### config.mk
export PLATFORM = sky130hd
export DESIGN_NAME = vldrdy_sink_check
export DESIGN_NICKNAME = d
export VERILOG_FILES = /design/src/rtl/vldrdy_sink_check.sv
export SDC_FILE = /design/constraint.sdc
export NUM_CORES = 1
export LEC_CHECK = 0
export CORE_ASPECT_RATIO = 1.4
export CORE_MARGIN = 2
export CORE_UTILIZATION = 47
export DETAILED_ROUTE_END_ITERATION = 6
export PLACE_DENSITY = 0.76
export SYNTH_ARGS = -nofsm -noshare
export SYNTH_HDL_FRONTEND = slang
export SYNTH_SLANG_ARGS = --single-unit
### constraint.sdc
create_clock -name clk -period 2.8 [get_ports clk]
set_input_delay 0.7 -clock clk [delete_from_list [all_inputs] [get_ports clk]]
set_output_delay 0.7 -clock clk [all_outputs]
set_load 0.02 [all_outputs]
### src/rtl/vldrdy_sink_check.sv
// vldrdy_sink_check: valid/ready stream sink with programmable back-pressure, sequence check and protocol check
module vldrdy_sink_check #(
  parameter int          DWIDTH    = 8,
  parameter int          CNT_WIDTH = 16,
  parameter logic [15:0] LFSR_SEED = 16'hACE1
) (
  input  logic                 clk,
  input  logic                 rst,
  input  logic                 cfg_en,
  input  logic [1:0]           cfg_mode,
  input  logic [3:0]           cfg_duty,
  input  logic [DWIDTH-1:0]    cfg_start_val,
  input  logic                 src_val,
  output logic                 src_rdy,
  input  logic [DWIDTH-1:0]    src_data,
  output logic [CNT_WIDTH-1:0] read_counter,
  output logic [CNT_WIDTH-1:0] err_counter,
  output logic                 err_flag,
  output logic [DWIDTH-1:0]    first_err_exp,
  output logic [DWIDTH-1:0]    first_err_got,
  output logic                 proto_err
);
  typedef enum logic {IDLE, RUN} state_t;
  state_t state_q, state_d;
  logic src_rdy_q, src_rdy_d, err_flag_q, err_flag_d, proto_err_q, proto_err_d, pend_q, pend_d;
  logic [15:0] lfsr_q, lfsr_d;
  logic [3:0] phase_q, phase_d;
  logic [DWIDTH-1:0] exp_q, exp_d, held_q, held_d;
  logic [DWIDTH-1:0] first_err_exp_q, first_err_exp_d, first_err_got_q, first_err_got_d;
  logic [CNT_WIDTH-1:0] read_counter_q, read_counter_d, err_counter_q, err_counter_d;
  logic run, enter, stay, xfer, mism, ready_next;
  always_comb begin
    run = state_q == RUN;
    enter = !run && cfg_en;
    stay = run && cfg_en;
    xfer = run && src_val && src_rdy_q;
    mism = xfer && (src_data != exp_q);
    ready_next = cfg_mode == 2'd1 ? lfsr_q[3:0] < cfg_duty :
                 cfg_mode == 2'd2 ? phase_q < cfg_duty : 1'b1;
    state_d = cfg_en ? RUN : IDLE;
    src_rdy_d = stay && ready_next;
    lfsr_d = enter ? LFSR_SEED :
             run ? ({1'b0, lfsr_q[15:1]} ^ (lfsr_q[0] ? 16'hB400 : 16'h0000)) : lfsr_q;
    phase_d = enter ? 4'd0 : run ? phase_q + 4'd1 : phase_q;
    exp_d = enter ? cfg_start_val : xfer ? src_data + DWIDTH'(1) : exp_q;
    read_counter_d = enter ? '0 : read_counter_q + CNT_WIDTH'(xfer && !(&read_counter_q));
    err_counter_d = enter ? '0 : err_counter_q + CNT_WIDTH'(mism && !(&err_counter_q));
    err_flag_d = !enter && (err_flag_q || mism);
    first_err_exp_d = enter ? '0 : (mism && !err_flag_q) ? exp_q : first_err_exp_q;
    first_err_got_d = enter ? '0 : (mism && !err_flag_q) ? src_data : first_err_got_q;
    proto_err_d = !enter && (proto_err_q || (stay && pend_q && (!src_val || src_data != held_q)));
    pend_d = stay && src_val && !src_rdy_q;
    held_d = src_data;
  end
  always_ff @(posedge clk) begin
    if (rst) begin
      state_q <= IDLE;
      src_rdy_q <= 1'b0;
      lfsr_q <= LFSR_SEED;
      phase_q <= 4'd0;
      exp_q <= '0;
      held_q <= '0;
      pend_q <= 1'b0;
      read_counter_q <= '0;
      err_counter_q <= '0;
      err_flag_q <= 1'b0;
      first_err_exp_q <= '0;
      first_err_got_q <= '0;
      proto_err_q <= 1'b0;
    end else begin
      state_q <= state_d;
      src_rdy_q <= src_rdy_d;
      lfsr_q <= lfsr_d;
      phase_q <= phase_d;
      exp_q <= exp_d;
      held_q <= held_d;
      pend_q <= pend_d;
      read_counter_q <= read_counter_d;
      err_counter_q <= err_counter_d;
      err_flag_q <= err_flag_d;
      first_err_exp_q <= first_err_exp_d;
      first_err_got_q <= first_err_got_d;
      proto_err_q <= proto_err_d;
    end
  end
  assign src_rdy = src_rdy_q;
  assign read_counter = read_counter_q;
  assign err_counter = err_counter_q;
  assign err_flag = err_flag_q;
  assign first_err_exp = first_err_exp_q;
  assign first_err_got = first_err_got_q;
  assign proto_err = proto_err_q;
endmodule

==> results.md <==
- TritonRoute pass-1 iters: 4
- GPL Wtd Cong: 0.832
- Residual DRC: 0
- Initial drt markers: 115
- Largest net degree at the start of global routing: 34
- Peak Freq: between 300 and 400 MHz
- CTS tree: built
- Fin util: 65.5%
- Ys Warns: 0
- WP data required: 3.01 ns
- HPWL Detailed: 6190 um
- Row count: 39
- CP startpoint kind: input port
- Cts bufs inserted: 9
- Status: completed
- Synth top area share: ~45%
- Mean Syn Cell Area: 9.25 um^2
- Final wirelength: roughly 8500 um
- Maximum buffer depth of the clock tree: 2
- # setup viols final: 0
- Crit Path Category: in -> reg
- IO Count: 77
- Die Height: roughly 110 um
- N_diodes: 0
- Synthesized net count: 472
- Area Overhead vs Synth: 34.2%
- CTS root buffer: clkbuf_16
- First-pass GRT wire length: between 10,000 and 15,000 um
- Mapped cell area: 0.00400 mm^2
- Clk Latency, worst-skew pair: 0.34 ns
- VDD IR max: 0.393 mV
- Final Hold Viols: 0
- Most common library cell in the layout ignoring fill and taps: dfxtp_1
- Vias: around 3.3k
- Sequential area share after synthesis: about 45%
- Final setup margin: 0.189 ns
- DRT antenna net count: 0
- Nets: 562
- Crit path DAT: 2.82 ns
- Setup tns final: 0 ns
- Max-Cap Viols: 0
- Fin Clk Skew: 0.00790 ns
- Number of global-route vias before repair: 3,103
- Post-Place Cells: 612
- Die ar.: about 0.0093 mm^2
- Total grt overflow: 0
- Non-filler cells, final: 629
- Crit. End Element: flip-flop
- Flops & latches, synth: 89
- Worst Tran Pin Value: 0.405 ns
- Global Route Usage Sum: about a fifth
- Initial antenna violation count: 0
- Synth cell types: 37
- IO Port Bufs: 76
- Largest cells by area after synthesis: dfxtp_1 45%, xor2_1 7.4%, nor2_1 4.9%
- Core Region: 0.00820 mm^2
- Starting Density: 48.8%
- Post-Synthesis Cells: 433
- Most frequent cells in the layout: 89 x dfxtp_1, 70 x clkdlybuf4s50_1, 51 x nor2_1, 39 x nand2_1, 35 x nand3_1
- Final min period: 2.61 ns
- Vias per cell: 5.19
- Worst-path maximum fanout: 3
- Leakage: about 2.1 nW
- Type of the tightest min-delay check: reg -> reg
- Die Wd: a little over 80 um
- Slew HR: between 70 and 80%
- Reg-to-reg slack, setup: 0.52 ns
- Synth area leader: dfxtp_1
- Clock transition at the registers of the reported paths: 0.06 ns
- Place WS: -0.325 ns
- Fin crit share: 93.2%
- Clock sinks: 89
- Pwr Density: 530 mW/mm^2
- H-tree depth: 3
- Max-slew violations: 0
- Share of cells above drive strength 1: 14.0%
- DR WL/cell: 13.6 um
-- state kept, by name (all words and copies together) (netlist names), 4 cells and up --
register	flops
exp_q	8
read_counter	16
lfsr_q	16
first_err_exp	8
held_q	8
err_counter	16
phase_q	4
first_err_got	8
-- synthesized netlist by cell type --
cell	instances
dfxtp_1	89
nor2_1	52
nand2_1	40
nand3_1	35
xor2_1	34
xnor2_1	20
mux2i_1	16
o21ai_2	16
ha_1	13
a21oi_1	10
nor2b_1	10
clkbuf_1	9
and3_1	7
nand4_1	7
o21ai_0	7
and2_1	6
buf_2	6
inv_1	6
nand2b_1	6
nor3_1	6
buf_6	5
a211oi_1	4
buf_4	4
nand3_2	4
a21o_1	2
a41oi_1	2
and4_1	2
buf_1	2
nor4_2	2
o22ai_1	2
o32ai_1	2
or3_1	2
a311oi_1	1
a311oi_4	1
nand3b_1	1
nor4_1	1
nor4b_1	1
-- logic make-up (layout without fill, tap and decap cells) --
group                      Yosys count  after routing  synth area share [%]
AOI/OAI and AO/OA                   47             47                  8.81
and+or+nand+nor                    182            182                  22.3
xor gates and xnor gates            54             54                  11.8
buffers and inverters               32            126                  4.50
DFF                                 89             89                  44.5
adders and majority gates           13             13                  4.06
muxes                               16             16                  4.00
-- report_power, final --
part           switching (mW)  internal, mW
Sequential             0.0196          1.29
Clock                   0.455         0.868
Combinational           0.108         0.105
-- worst max-delay path, cell delays in order --
cell and delay [ns]:
clkdlybuf4s50_1 0.49, xor2_1 0.15, nor2_1 0.09, nand3_1 0.09
nand2_2 0.07, a41oi_2 0.16, ha_2 0.20, ha_2 0.17
and4_1 0.21, and3_4 0.20, nand3_1 0.09, xor2_1 0.15
nor2_1 0.05
-- through the flow --
stage / hold WS, ns / power, mW / instance area [um^2]
global route: 0.479 / 2.94 / 5370
floorplan: 0.440 / 1.46 / 4010
detailed placement: 0.450 / 1.55 / 4980
CTS: 0.462 / 2.87 / 5310
finish: 0.459 / 2.85 / 5370
global placement: 0.447 / 1.54 / 4980
-- final cells by class --
type | count | area (um^2)
Timing Repair Buffer | 105 | 1020
Clock buffer | 12 | 236
Inverter | 6 | 22.5
Tap cell | 102 | 128
Fill cell | 655 | 2830
Sequential cell | 89 | 1780
Clock inverter | 3 | 90.1
Multi-Input combinational cell | 312 | 2090
-- timing repair --
item	in CTS	in global routing
setup buffers	0	2
endpoints found under the hold margin	0	0
setup endpoints to repair	0	5
hold buffers	0	0
resized for setup	0	12
-- path summary, 6_finish.rpt --
path,cells past startpoint,end,startpoint
max,13,err_counter[12],src_data[1]
min,2,first_err_exp[1],first_err_exp[1]
max reg2reg,12,err_counter[12],exp_q[4]
min reg2reg,2,first_err_exp[1],first_err_exp[1]
-- layer usage --
| layer | global-route usage, % | share of wire, % | up-vias |
|---|---|---|---|
| met5 | 0 | 0 | - |
| met4 | 11.6 | 3.2 | 0 |
| met3 | 2.95 | 3.2 | 18 |
| met2 | 31.6 | 49 | 67 |
| met1 | 24.3 | 45 | 1532 |
| li1 | - | - | 1648 |
No activity file was read; power rests on OpenSTA's default activity.
